[src/rtl/multicycle_ctrl_pkg.sv]
// Shared definitions for the multicycle MIPS control path: instruction field
// constants, datapath mux/ALU encodings, FSM state encoding, the per-state
// control word and the state-to-control decode used by the main FSM.
package multicycle_ctrl_pkg;

  localparam int unsigned OPCODE_W = 6;
  localparam int unsigned FUNCT_W  = 6;
  localparam int unsigned STATE_W  = 4;
  localparam int unsigned WAIT_W   = 5;  // holds MEM_TIMEOUT-1 for timeouts up to 31

  // Opcodes (IR[31:26])
  localparam logic [OPCODE_W-1:0] OP_RTYPE = 6'h00;
  localparam logic [OPCODE_W-1:0] OP_J     = 6'h02;
  localparam logic [OPCODE_W-1:0] OP_BEQ   = 6'h04;
  localparam logic [OPCODE_W-1:0] OP_ADDI  = 6'h08;
  localparam logic [OPCODE_W-1:0] OP_LW    = 6'h23;
  localparam logic [OPCODE_W-1:0] OP_SW    = 6'h2B;

  // R-type function codes (IR[5:0])
  localparam logic [FUNCT_W-1:0] FN_ADD = 6'h20;
  localparam logic [FUNCT_W-1:0] FN_SUB = 6'h22;
  localparam logic [FUNCT_W-1:0] FN_AND = 6'h24;
  localparam logic [FUNCT_W-1:0] FN_OR  = 6'h25;
  localparam logic [FUNCT_W-1:0] FN_SLT = 6'h2A;

  typedef enum logic [1:0] {
    SRC_A_PC  = 2'b00,
    SRC_A_REG = 2'b01
  } src_a_e;

  // SRC_B_A is reserved for the comparison sequencer; this FSM never issues it.
  typedef enum logic [2:0] {
    SRC_B_REG     = 3'b000,
    SRC_B_FOUR    = 3'b001,
    SRC_B_IMM     = 3'b010,
    SRC_B_IMM_SH2 = 3'b011,
    SRC_B_A       = 3'b100
  } src_b_e;

  typedef enum logic [2:0] {
    ALU_ADD = 3'b000,
    ALU_SUB = 3'b001,
    ALU_AND = 3'b010,
    ALU_OR  = 3'b011,
    ALU_SLT = 3'b100
  } alu_op_e;

  typedef enum logic [1:0] {
    PC_SRC_ALU    = 2'b00,
    PC_SRC_ALUOUT = 2'b01,
    PC_SRC_JUMP   = 2'b10
  } pc_src_e;

  typedef enum logic [STATE_W-1:0] {
    S_RST      = 4'd0,
    S_FETCH    = 4'd1,
    S_DECODE   = 4'd2,
    S_EXEC_R   = 4'd3,
    S_WB_R     = 4'd4,
    S_EXEC_I   = 4'd5,
    S_WB_I     = 4'd6,
    S_MEM_ADDR = 4'd7,
    S_MEM_RD   = 4'd8,
    S_WB_MEM   = 4'd9,
    S_MEM_WR   = 4'd10,
    S_BRANCH   = 4'd11,
    S_JUMP     = 4'd12,
    S_FAULT    = 4'd15
  } state_e;

  // Registered control word; ir_write is not here because it only ever
  // follows mem_ready in FETCH.
  typedef struct packed {
    src_a_e  alu_src_a;
    src_b_e  alu_src_b;
    alu_op_e alu_op;
    logic    pc_write;
    logic    pc_write_cond;
    pc_src_e pc_source;
    logic    mem_read;
    logic    mem_write;
    logic    iord;
    logic    reg_write;
    logic    reg_dst;
    logic    mem_to_reg;
    logic    fault;
  } ctrl_t;

  // Moore decode of a state into its control word; r_op feeds EXEC_R only.
  function automatic ctrl_t state_ctrl(input state_e s, input alu_op_e r_op);
    ctrl_t c;
    c = '0;
    case (s)
      S_FETCH: begin
        c.alu_src_b = SRC_B_FOUR;
        c.mem_read  = 1'b1;
      end
      S_DECODE: c.alu_src_b = SRC_B_IMM_SH2;
      S_EXEC_R: begin
        c.alu_src_a = SRC_A_REG;
        c.alu_src_b = SRC_B_REG;
        c.alu_op    = r_op;
      end
      S_WB_R: begin
        c.reg_write = 1'b1;
        c.reg_dst   = 1'b1;
      end
      S_EXEC_I, S_MEM_ADDR: begin
        c.alu_src_a = SRC_A_REG;
        c.alu_src_b = SRC_B_IMM;
      end
      S_WB_I: c.reg_write = 1'b1;
      S_MEM_RD: begin
        c.iord     = 1'b1;
        c.mem_read = 1'b1;
      end
      S_WB_MEM: begin
        c.reg_write  = 1'b1;
        c.mem_to_reg = 1'b1;
      end
      S_MEM_WR: begin
        c.iord      = 1'b1;
        c.mem_write = 1'b1;
      end
      S_BRANCH: begin
        c.alu_src_a     = SRC_A_REG;
        c.alu_src_b     = SRC_B_REG;
        c.alu_op        = ALU_SUB;
        c.pc_write_cond = 1'b1;
        c.pc_source     = PC_SRC_ALUOUT;
      end
      S_JUMP: begin
        c.pc_write  = 1'b1;
        c.pc_source = PC_SRC_JUMP;
      end
      S_FAULT: c.fault = 1'b1;
      default: ;
    endcase
    return c;
  endfunction

endpackage

[src/rtl/alu_funct_decoder.sv]
// R-type funct field to ALU operation decoder.
//   funct_i  : IR[5:0]
//   alu_op_o : ALU operation (add when the funct is not recognised)
//   valid_o  : 1 when funct_i is one of add/sub/and/or/slt
module alu_funct_decoder
  import multicycle_ctrl_pkg::*;
(
  input  logic [FUNCT_W-1:0] funct_i,
  output alu_op_e            alu_op_o,
  output logic               valid_o
);

  always_comb begin
    alu_op_o = ALU_ADD;
    valid_o  = 1'b1;
    case (funct_i)
      FN_ADD:  alu_op_o = ALU_ADD;
      FN_SUB:  alu_op_o = ALU_SUB;
      FN_AND:  alu_op_o = ALU_AND;
      FN_OR:   alu_op_o = ALU_OR;
      FN_SLT:  alu_op_o = ALU_SLT;
      default: valid_o  = 1'b0;
    endcase
  end

endmodule

[src/rtl/multicycle_control_fsm.sv]
// Main control FSM of the multicycle MIPS datapath. Steps each instruction
// through fetch/decode/execute/memory/writeback and drives the datapath muxes,
// ALU operation and enables. Memory accesses wait on mem_ready with a timeout.
//   clk, reset         : clock, synchronous active-high reset
//   opcode, funct      : IR[31:26], IR[5:0]
//   zero               : ALU zero flag (consumed by the PC gate downstream)
//   mem_ready          : memory completed the current access this cycle
//   alu_src_a/_b, alu_op, pc_source, pc_write(_cond), ir_write, mem_read,
//   mem_write, iord, reg_write, reg_dst, mem_to_reg : datapath controls
//   fault              : sticky illegal-instruction / memory-timeout flag
//   state_out          : current state encoding
module multicycle_control_fsm
  import multicycle_ctrl_pkg::*;
#(
  parameter int unsigned MEM_TIMEOUT = 16
) (
  input  logic                clk,
  input  logic                reset,
  input  logic [OPCODE_W-1:0] opcode,
  input  logic [FUNCT_W-1:0]  funct,
  input  logic                zero,
  input  logic                mem_ready,
  output logic [1:0]          alu_src_a,
  output logic [2:0]          alu_src_b,
  output logic [2:0]          alu_op,
  output logic                pc_write,
  output logic                pc_write_cond,
  output logic [1:0]          pc_source,
  output logic                ir_write,
  output logic                mem_read,
  output logic                mem_write,
  output logic                iord,
  output logic                reg_write,
  output logic                reg_dst,
  output logic                mem_to_reg,
  output logic                fault,
  output logic [STATE_W-1:0]  state_out
);

  localparam logic [WAIT_W-1:0] WAIT_LIMIT = WAIT_W'(MEM_TIMEOUT - 1);

  state_e            state_q, state_d;
  logic [WAIT_W-1:0] wait_cnt_q, wait_cnt_d;
  ctrl_t             ctrl_q, ctrl_d;

  alu_op_e r_alu_op;
  logic    funct_valid;
  logic    in_wait_state;
  logic    timeout;
  logic    fetch_strobe_c;
  logic    unused_zero;

  // The branch decision happens in the PC-write gate, not here.
  assign unused_zero = zero;

  alu_funct_decoder u_funct_dec (
    .funct_i  (funct),
    .alu_op_o (r_alu_op),
    .valid_o  (funct_valid)
  );

  assign in_wait_state = (state_q == S_FETCH) || (state_q == S_MEM_RD) ||
                         (state_q == S_MEM_WR);
  // mem_ready on the limit cycle still completes the access.
  assign timeout = in_wait_state && !mem_ready && (wait_cnt_q == WAIT_LIMIT);

  // Next-state, wait counter and next control word.
  always_comb begin
    state_d    = state_q;
    wait_cnt_d = wait_cnt_q;
    case (state_q)
      S_RST:   state_d = S_FETCH;
      S_FETCH: begin
        if (mem_ready)    state_d = S_DECODE;
        else if (timeout) state_d = S_FAULT;
      end
      S_DECODE: begin
        case (opcode)
          OP_RTYPE:     state_d = S_EXEC_R;
          OP_ADDI:      state_d = S_EXEC_I;
          OP_LW, OP_SW: state_d = S_MEM_ADDR;
          OP_BEQ:       state_d = S_BRANCH;
          OP_J:         state_d = S_JUMP;
          default:      state_d = S_FAULT;
        endcase
      end
      S_EXEC_R:   state_d = funct_valid ? S_WB_R : S_FAULT;
      S_WB_R:     state_d = S_FETCH;
      S_EXEC_I:   state_d = S_WB_I;
      S_WB_I:     state_d = S_FETCH;
      S_MEM_ADDR: begin
        if (opcode == OP_LW)      state_d = S_MEM_RD;
        else if (opcode == OP_SW) state_d = S_MEM_WR;
        else                      state_d = S_FAULT;
      end
      S_MEM_RD: begin
        if (mem_ready)    state_d = S_WB_MEM;
        else if (timeout) state_d = S_FAULT;
      end
      S_WB_MEM: state_d = S_FETCH;
      S_MEM_WR: begin
        if (mem_ready)    state_d = S_FETCH;
        else if (timeout) state_d = S_FAULT;
      end
      S_BRANCH: state_d = S_FETCH;
      S_JUMP:   state_d = S_FETCH;
      S_FAULT:  state_d = S_FAULT;
      default:  state_d = S_FAULT;
    endcase

    // Any state change clears the counter, which covers entry into every
    // waiting state; staying put while memory is busy counts up.
    if (state_d != state_q)
      wait_cnt_d = '0;
    else if (in_wait_state && !mem_ready)
      wait_cnt_d = wait_cnt_q + WAIT_W'(1);

    // Outputs are registered from the next state so they line up with state_q.
    ctrl_d = state_ctrl(state_d, r_alu_op);
  end

  // State, counter and control-word registers.
  always_ff @(posedge clk) begin
    if (reset) begin
      state_q    <= S_RST;
      wait_cnt_q <= '0;
      ctrl_q     <= '0;
    end else begin
      state_q    <= state_d;
      wait_cnt_q <= wait_cnt_d;
      ctrl_q     <= ctrl_d;
    end
  end

  // PC and IR load in FETCH on the very cycle memory returns the instruction.
  assign fetch_strobe_c = (state_q == S_FETCH) && mem_ready && !reset;

  assign alu_src_a     = ctrl_q.alu_src_a;
  assign alu_src_b     = ctrl_q.alu_src_b;
  assign alu_op        = ctrl_q.alu_op;
  assign pc_write      = ctrl_q.pc_write | fetch_strobe_c;
  assign pc_write_cond = ctrl_q.pc_write_cond;
  assign pc_source     = ctrl_q.pc_source;
  assign ir_write      = fetch_strobe_c;
  assign mem_read      = ctrl_q.mem_read;
  assign mem_write     = ctrl_q.mem_write;
  assign iord          = ctrl_q.iord;
  assign reg_write     = ctrl_q.reg_write;
  assign reg_dst       = ctrl_q.reg_dst;
  assign mem_to_reg    = ctrl_q.mem_to_reg;
  assign fault         = ctrl_q.fault;
  assign state_out     = state_q;

endmodule

[config.mk]
export PLATFORM = sky130hd
export DESIGN_NAME = multicycle_control_fsm
export DESIGN_NICKNAME = d
export VERILOG_FILES = /design/src/rtl/multicycle_ctrl_pkg.sv /design/src/rtl/alu_funct_decoder.sv /design/src/rtl/multicycle_control_fsm.sv
export SDC_FILE = /design/constraint.sdc
export NUM_CORES = 1
export LEC_CHECK = 0
export CAP_MARGIN = 20
export CELL_PAD_IN_SITES_DETAIL_PLACEMENT = 2
export CELL_PAD_IN_SITES_GLOBAL_PLACEMENT = 2
export CORE_MARGIN = 5
export CORE_UTILIZATION = 28
export CTS_CLUSTER_DIAMETER = 100
export DETAILED_ROUTE_END_ITERATION = 6
export GPL_ROUTABILITY_DRIVEN = 0
export GPL_TIMING_DRIVEN = 0
export PLACE_DENSITY = 0.82
export SYNTH_ARGS = -nofsm -noshare
export SYNTH_HDL_FRONTEND = slang
export SYNTH_SLANG_ARGS = --single-unit
[constraint.sdc]
create_clock -name clk -period 2.8 [get_ports clk]
set_input_delay 0.42 -clock clk [delete_from_list [all_inputs] [get_ports clk]]
set_output_delay 0.42 -clock clk [all_outputs]
set_load 0.01 [all_outputs]
# Word level (Yosys, flattened, before mapping)
# Index checks and enable logic that the tools add are counted.
[classes]
n_addsub = 1
mul = 0
n_div = 0
order_cmp = 0
n_eq_ne = 37
shift = 0
n_mux = 24
bitwise_logic = 1
n_reduce_logical = 19
[ops]
columns = ["cell", "count"]
rows = [
  ["== test 4 bit (second input constant)", 11],
  ["== test 6 bit (second input constant)", 7],
  ["== test 4 x 3 -> 1 bit (second input constant)", 8],
  ["one-hot mux 4 bit (8 select lines)", 1],
  ["2-to-1 mux 4 bit", 5],
  ["one-hot mux 4 bit (5 select lines)", 1],
  ["== test 4 x 2 -> 1 bit (second input constant)", 4],
  ["one-hot mux 3 bit (4 select lines)", 1],
  ["2-to-1 mux 1 bit", 11],
  ["OR reduction 2 bit", 5],
  ["== test 4 x 1 -> 1 bit (second input constant)", 2],
  ["== test 6 x 2 -> 1 bit (second input constant)", 1],
  ["== test 6 x 3 -> 1 bit (second input constant)", 1],
  ["== test 6 x 4 -> 1 bit (second input constant)", 1],
  ["logical NOT 6 bit", 1],
  ["2-to-1 mux 3 bit", 2],
  ["one-hot mux 2 bit (3 select lines)", 1],
  ["one-hot mux 3 bit (2 select lines)", 1],
  ["OR reduction 6 bit", 1],
  ["adder 5 x 1 -> 5 bit (second input constant)", 1],
  ["== test 5 x 4 -> 1 bit (second input constant)", 1],
  ["OR reduction 5 bit", 1],
  ["logical AND 1 bit", 4],
  ["logical NOT 4 bit", 1],
  ["other kinds (7)", 9],
]
[word_totals]
regBits = 28
latchBits = 0
mem_bits_rw = 0
romBits = 0
input_bits = 16
n_memories = 0

# Depth between registers and ports, before layout
[logic_depth]
ltp_word = 11
ltp_mapped = 9

# Cells and area by module
# Synthesis repeated with hierarchy kept, for this count alone.
[unflattened]
hier_cells = 182
area_unflattened_um2 = 1525.2
[modules_own_cells]
columns = ["module", "n_inst", "cells_each", "area_each_um2", "seq_area_each_um2"]
rows = [
  ["multicycle_control_fsm", 1, 172, 1441.4, 500.5],
  ["alu_funct_decoder", 1, 10, 83.8, 0.0],
]

# Least setup slack after synthesis
# OpenSTA, ideal clock, no wires.
[synth_path]
path_type = "register -> register"
startpoint = "reg wait_cnt_q[0]"
endpoint = "reg ctrl_q (netlist bit mem_read)"
setup_time_ns = 0.086
t_arrival_ns = 2.294
required_time_ns = 2.714
setup_slack_ns = 0.420
path_stages_with_launch = 9
n_path_buf = 0
cell_sequence = "dfxtp_1 > ha_1 > and3_1 > ha_1 > or4b_4 > a21oi_2 > o221ai_4 > or3_1 > a211oi_1"
[synth_via]
elab_chain_cells = 8
elab_cells_between_ends = 11
[synth_lines]
columns = ["item", "line", "rtl"]
rows = [
  ["from (decl)", "multicycle_control_fsm.sv:43", "logic [WAIT_W-1:0] wait_cnt_q, wait_cnt_d;"],
  ["from (signal assigned)", "multicycle_control_fsm.sv:130", "wait_cnt_q <= wait_cnt_d;"],
  ["== test 5 x 4 -> 1 bit *", "multicycle_control_fsm.sv:65", "assign timeout = in_wait_state && !mem_ready && (wait_cnt_q == WAIT_LIMIT);"],
  ["logical AND 1 bit *", "multicycle_control_fsm.sv:65", ""],
  ["2-to-1 mux 4 bit *", "multicycle_control_fsm.sv:75, multicycle_control_fsm.sv:98, multicycle_control_fsm.sv:103", ""],
  ["2-to-1 mux 4 bit, on equally long branches", "multicycle_control_fsm.sv:102, multicycle_control_fsm.sv:74, multicycle_control_fsm.sv:97", ""],
  ["one-hot mux 4 bit (8 select lines) *", "multicycle_control_fsm.sv:71", "case (state_q)"],
  ["== test 4 x 1 -> 1 bit / == test 4 bit (equally long branches)", "multicycle_ctrl_pkg.sv:93", "case (s)"],
  ["OR reduction 2 bit (no source line) *", "--", ""],
  ["2-to-1 mux 1 bit *", "multicycle_ctrl_pkg.sv:93", ""],
  ["to (signal assigned)", "multicycle_control_fsm.sv:131", "ctrl_q <= ctrl_d;"],
  ["to (decl)", "multicycle_control_fsm.sv:44", "ctrl_t ctrl_q, ctrl_d;"],
]
# Mark *: on every way between the ends. The rest lies on a longest branch, timed or not.
# A chain may end at the register's enable or synchronous reset.

# Worst setup path in the final report
[layout_path]
startpoint = "in mem_ready"
endpoint = "out pc_write"
[layout_via]
elab_chain_cells = 3
[layout_lines]
columns = ["item", "line", "rtl"]
rows = [
  ["from (decl)", "multicycle_control_fsm.sv:22", "input logic mem_ready,"],
  ["logical AND 1 bit (2 in series)", "multicycle_control_fsm.sv:136", "assign fetch_strobe_c = (state_q == S_FETCH) && mem_ready && !reset;"],
  ["bitwise OR 1 bit", "multicycle_control_fsm.sv:141", "assign pc_write = ctrl_q.pc_write | fetch_strobe_c;"],
  ["to (decl)", "multicycle_control_fsm.sv:26", "output logic pc_write,"],
]
# No other way between the ends.

==> summary.md <==
| Metric | Value |
|---|---|
| Run status | `finished, final reports clean` |
| Total stage count of the critical path | `5` |
| Post-synthesis share of cell area spent on xor and xnor gates | `2.29%` |
| Boundary pin count | `40` |
| Switch share | `approximately two fifths` |
| Stage delay of the slowest cell on the critical path | `650 ps` |
| Number of buffers created by CTS | `3` |
| DRC violations left | `0` |
| Max Cap Viol | `0` |
| Max Transition Viols Final | `0` |
| Largest family of logic cells by synthesized area | `simple AND/OR/NAND/NOR gates` |
| Area of the core | `5410 sq um` |
| Post-CTS setup buffer count | `0` |
| Clk buf depth | `2` |
| Proportion of synthesized chip area in sequential cells | `roughly a third` |
| Buf+Inv Stages, Crit Path | `2` |
| Residual antenna-violating net count after detailed routing | `0` |
| Peak fanout along the critical path | `8` |
| Buffer cell driving the clock tree root | `sky130_fd_sc_hd__clkbuf_8` |
| Synth top area cells | `sky130_fd_sc_hd__dfxtp_1, sky130_fd_sc_hd__buf_4, sky130_fd_sc_hd__nor2_1` |
| CP cell instances | `clkdlybuf4s50_1 -> nand3b_1 -> nor3_4 -> or2_2 -> clkdlybuf4s50_1` |
| Placed cell count | `slightly below 300` |
| Number of diodes added for antenna fixing | `0` |
| Max reg flops | `5` |
| Worst-Margin Slew | `690 ps` |
| Post-synthesis instance area | `1530 sq um` |
| Power per unit of standard cell area | `656 nW/um^2` |
| Final non-filler cell total | `approximately 300` |
| Part of the power in registers | `between 30 and 40%` |
| Hold Fails Final Rpt | `0` |
| Yosys warning count | `0` |
| Yosys top cell area share | `approximately a third` |
| Site row count | `27` |
| Library cell contributing the largest single delay on the critical path | `sky130_fd_sc_hd__clkdlybuf4s50_1` |
| Setup crit start kind | `input pin` |
| Data required time at the worst endpoint | `between 2000 and 2500 ps` |
| Net switching power figure | `0.543 mW` |
| Biggest area consumer among synthesized cells | `sky130_fd_sc_hd__dfxtp_1` |
| CP endpoint kind | `primary output` |
| Count of cells along the worst hold path | `2` |
| Final clock period utilization by the worst path | `95.5%` |
| Average routed wire per standard cell | `~17 microns` |
| Final-layout setup total negative slack | `0 ps` |
| WS Path Type | `input pin to primary output` |
| Proportion of layout cells with a drive suffix above 1 | `between 10 and 15%` |
| Adder and majority cell fraction of the synthesized area | `around 1.6%` |
| Peak clock frequency supported by timing | `~370 MHz` |
| Library cell appearing most often on the critical path | `sky130_fd_sc_hd__clkdlybuf4s50_1` |
| Post-layout min period | `2670 ps` |
| Gate count of the mapped netlist | `180` |
| Pin count of the biggest net entering global routing | `16` |
| Peak ir drop on the vdd network | `between 0.0002 and 0.00025 V` |
| H-tree depth | `1` |
| Number of global-route vias before repair | `1636` |
| Starting utilization of the core area | `28.3%` |
| Leading register cell type out of synthesis | `sky130_fd_sc_hd__dfxtp_1` |
| FILL cells | `~630` |
| Clock-pin slew reported for the worst setup and hold paths after clock tree synthesis | `~90 ps` |
| Number of synthesized flops with an enable pin | `0` |
| TritonCTS clock tree | `yes` |
| Floorplan die width | `83.9 microns` |
| Clock tree skew after final layout | `5.62 ps` |
| Insertion delay of the later-clocked pin in the worst-skew pair | `roughly 270 ps` |
| Crit path max-delay family | `buffers and inverters` |
| Layout overhead on the synthesized area | `33.8%` |
| Setup violation total in the final timing report | `0` |
| Number of cells on the worst reg-to-reg path | `8` |
| Initial DRC Count | `33` |
| Port Buffers | `36` |
| Compound-Gate Fraction of Synth Area | `21.1%` |
| Proportion of register bits with asynchronous set or reset after synthesis | `0%` |
| Largest register by flop count | `wait_cnt_q` |
| Share of power burned in combinational logic | `50.9%` |
| Antenna violations before repair | `0` |
| First-pass GRT wire length | `8030 microns` |
| Worst hold path class | `register to register` |
| Total detailed-routing wirelength | `4910 microns` |
| Post-synthesis sequential element count | `25` |
| Fraction of the mapped netlist area in simple logic gates | `32.1%` |
| Sum of net half-perimeters after detailed placement | `about 4000 microns` |
| Die footprint | `7040 sq um` |
| Cell Int Power | `0.799 mW` |
| Post-route core utilization | `a little under two fifths` |
| Routed vias/inst | `5.20` |
| Vias | `roughly 1.5k` |
| Cell variety after synth | `58` |
| Global-route usage over all layers | `between 10% and 20%` |
| Setup repair after global routing missed its margin | `no` |
| Leakage component of the power | `0.759 nW` |
| Die height | `83.9 microns` |
| Clk sinks | `25` |
| Relative slew slack | `53.6%` |
| Final layout net count | `240` |
| Mux share of post-synthesis cell area | `1.31%` |
| Worst path arrival time | `2250 ps` |
| Post-synthesis average cell area | `8.49 sq um` |
| Overflow after GRT | `0` |
| DR pass1 iterations | `4` |
| Portion of total power attributed to the clock network | `16.6%` |
-- cell type report --
cell class	instances	area (sq um)	share of cell area (%)
inverters	6	22.5	1.10
clock inverters	1	7.51	0.367
well taps	72	90.1	4.40
plain buffers	18	111	5.44
repair buffers	36	360	17.6
flip-flops and latches	25	500	24.5
clock buffers	3	41.3	2.02
multi-input cells	132	912	44.6
-- metal layers --
layer / global-route usage [%] / vias to the layer above / wire, microns
met2: 27.3 / 27 / 2600
li1: - / 739 / -
met1: 15.1 / 753 / 2090
met5: 0 / - / 0
met4: 2.92 / 0 / 53
met3: 2.86 / 6 / 166
-- power groups by stage --
stage | Sequential [mW] | Clock [mW] | Combinational (mW)
floorplan | 0.447 | 0 | 0.414
global placement | 0.444 | 0 | 0.658
detailed placement | 0.446 | 0 | 0.676
CTS | 0.438 | 0.229 | 0.683
global route | 0.443 | 0.242 | 0.745
finish | 0.437 | 0.223 | 0.683
-- kinds of logic (layout without fill, tap and decap cells) --
family / after synthesis / in the layout
AND/OR/NAND/NOR: 83 / 83
other: 1 / 2
AO/OA/AOI/OAI: 39 / 39
multiplexers: 2 / 2
adder cells (fa/ha/maj): 2 / 2
XOR/XNOR: 4 / 4
buffers and inverters: 24 / 64
flip-flops: 25 / 25
-- layout by cell type, fill, tap and decap left out, types with 4 or more instances in the layout --
master	count
sky130_fd_sc_hd__nor2_1	15
sky130_fd_sc_hd__nand2_1	10
sky130_fd_sc_hd__clkbuf_1	5
sky130_fd_sc_hd__buf_4	10
sky130_fd_sc_hd__nor4_1	9
sky130_fd_sc_hd__clkdlybuf4s50_1	36
sky130_fd_sc_hd__dfxtp_1	25
sky130_fd_sc_hd__o21ai_0	7
sky130_fd_sc_hd__nor3_1	8
sky130_fd_sc_hd__nand2b_1	7
sky130_fd_sc_hd__inv_1	6
sky130_fd_sc_hd__nand4_1	4
-- metrics by stage --
stage / power, mW / setup WS [ps] / cell area [sq um] / hold WS, ps
2_1_floorplan: 0.862 / 420 / 1530 / 493
6_report: 1.34 / 126 / 2050 / 553
5_1_grt: 1.43 / 28.3 / 2050 / 608
4_1_cts: 1.35 / 24.9 / 2040 / 547
3_3_place_gp: 1.10 / -28.6 / 1980 / 506
3_5_place_dp: 1.12 / -93.8 / 1980 / 530
-- synthesized netlist by cell type, drive strengths merged, types with 2 or more instances --
| master | number |
|---|---|
| o211a | 2 |
| a21o | 2 |
| nor3 | 10 |
| a211o | 2 |
| a41oi | 2 |
| or3 | 3 |
| o211ai | 3 |
| a211oi | 3 |
| nand3 | 2 |
| and3 | 3 |
| mux2i | 2 |
| nor2b | 3 |
| ha | 2 |
| a21oi | 4 |
| clkbuf | 5 |
| nor2 | 15 |
| xnor2 | 2 |
| or3b | 4 |
| nand4 | 4 |
| buf | 13 |
| nor4 | 9 |
| xor2 | 2 |
| nand2 | 10 |
| nand4b | 2 |
| inv | 6 |
| nand2b | 7 |
| o21ai | 8 |
| or2 | 3 |
| dfxtp | 25 |
-- path summary, 6_finish.rpt --
kind	from	endpoint	slack, ps
hold / removal	wait_cnt_q[4]	wait_cnt_q[4]	550
setup / recovery	mem_ready	pc_write	130
hold reg to reg	wait_cnt_q[4]	wait_cnt_q[4]	550
setup reg to reg	wait_cnt_q[0]	alu_op[2]	200
-- tightest hold or removal path: stages, from the launching register on --
cell and delay, ps:
sky130_fd_sc_hd__dfxtp_1 330, sky130_fd_sc_hd__a21oi_1 130, sky130_fd_sc_hd__nor4_1 50
-- timing repair --
action                     CTS  global route
hold buffers                 0             0
gates resized for setup      1             2
setup endpoints to repair    2             1
Power figures use the tool's default switching activity.
==> patch (same settings) <==
Put a register stage on the output `fault`, cleared by the reset. The value now appears one clock later. The other outputs are not delayed to match.
--- a/src/rtl/multicycle_control_fsm.sv
+++ b/src/rtl/multicycle_control_fsm.sv
@@ -38,6 +38,8 @@
 );
 
   localparam logic [WAIT_W-1:0] WAIT_LIMIT = WAIT_W'(MEM_TIMEOUT - 1);
+
+  logic fault_d;
 
   state_e            state_q, state_d;
   logic [WAIT_W-1:0] wait_cnt_q, wait_cnt_d;
@@ -148,8 +150,16 @@
   assign reg_write     = ctrl_q.reg_write;
   assign reg_dst       = ctrl_q.reg_dst;
   assign mem_to_reg    = ctrl_q.mem_to_reg;
-  assign fault         = ctrl_q.fault;
+  assign fault_d       = ctrl_q.fault;
   assign state_out     = state_q;
+
+  always_ff @(posedge clk) begin
+    if (reset) begin
+      fault <= '0;
+    end else begin
+      fault <= fault_d;
+    end
+  end
 
 endmodule
 
Function: changed (Yosys sat finds a counterexample within 4 cycles, from zero or initial values and one cycle with reset high).
==> patch against the original RTL <==
Register-to-register slack hardly changed; critical path type is now register to register; cell area up 0.24%; fmax up 2.9%; wire length decreased by 7.5%; sequential cell count grew 1; setup slack improved by 0.074 ns; die area is 0.93% higher; synthesized area up 1.1%; synthesized cell count is 2.2% lower; power rose by 11%.
==> patch: results (changes against the original RTL) <==
[pwr]
p_clk_frac=0.207  ; was 0.166
p_leak_nw=0.776  ; was 0.759 nW
irDropWorstVdd_v=0.000323  ; was 0.000238 V
pg_comb_uw=723  ; was 683 µW
clk-power_uw=309  ; was 223 µW
p_sw_uw=549  ; was 543 µW

[cts]
post_cts_resize_count=0  ; was 1

[placed_design]
dp_hpwl_um=3540  ; was 4000 µm
portBuffers=34  ; was 36
place_area_um2=1980  ; about the same
place_inst=283  ; was 289
place_ws_ns=0.172  ; was -0.0938 ns

[worst_setup_path]
worst-path-max-fanout=9  ; was 8
slowest_delay_ns=0.44  ; was 0.65 ns
worst_setup_path_start_kind=register  ; was primary input
rr_worst_depth=9  ; was 8
cp-endpoint=pc_write_cond  ; was pc_write
cp_slowest_cell=o41ai_2  ; was clkdlybuf4s50_1
cpLargestDelayFamily=simple AND/OR/NAND/NOR gates  ; was buffers and inverters
arrival_ns=2.73  ; was 2.25 ns

[logic_synthesis]
synth.area.top_cells=dfxtp_1, buf_4, a21oi_1, nor2_1, nand2_1  ; was dfxtp_1, buf_4, nor2_1, nor4_1, nor3_1
ys_seq_area_frac=0.337  ; was 0.327
synthCells=176  ; was 180
netlist-cell-type-count=57  ; was 58
synth.area.mux_share=0.00648  ; was 0.0131
synth_fa_ha_area_frac=0.0162  ; was 0.0164
synth_xor_area_frac=0.0283  ; was 0.0229

[outcome]
outcome=complete, no violations  ; unchanged

[final_layout]
final_nets=234  ; was 240
layout-drive-gt1-share=0.186  ; was 0.140
final_cell_count_no_fill=287  ; was 293
fillers=627  ; was 629

[route]
viasPerCell=4.99  ; was 5.20
wl_um=4540  ; was 4910 µm

[timing]
worst_clock_skew_ns=0.00184  ; was 0.00562 ns
slew_headroom=0.610  ; was 0.536
worst_slack_ns=0.200  ; was 0.126 ns

[grt]
grt_pass1_vias=1526  ; was 1636
grt_pass1_wl_um=7600  ; was 8030 µm
grt_usage=0.129  ; was 0.139

-- patch: worst min path at each step --
| stage | slack, ns | cells after the start | endpoint | start |
|---|---|---|---|---|
| finish | 0.45 | 1 | fault | fault_d |
| global route | 0.46 | 1 | fault | fault_d |
| CTS | 0.45 | 1 | fault | fault_d |
| detailed placement | 0.43 | 1 | fault | fault_d |
| global placement | 0.43 | 1 | fault | fault_d |
| floorplan | 0.41 | 1 | fault | fault_d |
-- patch: cell type report --
cell class                      count  area [µm²]  share of cell area
Inverter                            7        26.3              0.0128
Tap cell                           72        90.1              0.0439
Clock buffer                        3        41.3              0.0201
Clock inverter                      1        30.0              0.0146
Timing Repair Buffer               34         340               0.166
Multi-Input combinational cell    126         867               0.423
Buffer                             18         135              0.0659
Sequential cell                    26         520               0.254
-- patch: per-layer routing --
layer / track usage / wire length [µm]
met3: 0.0343 / 234
met2: 0.225 / 2250
met5: 0 / 0
met1: 0.162 / 2050
met4: 0.0190 / 14
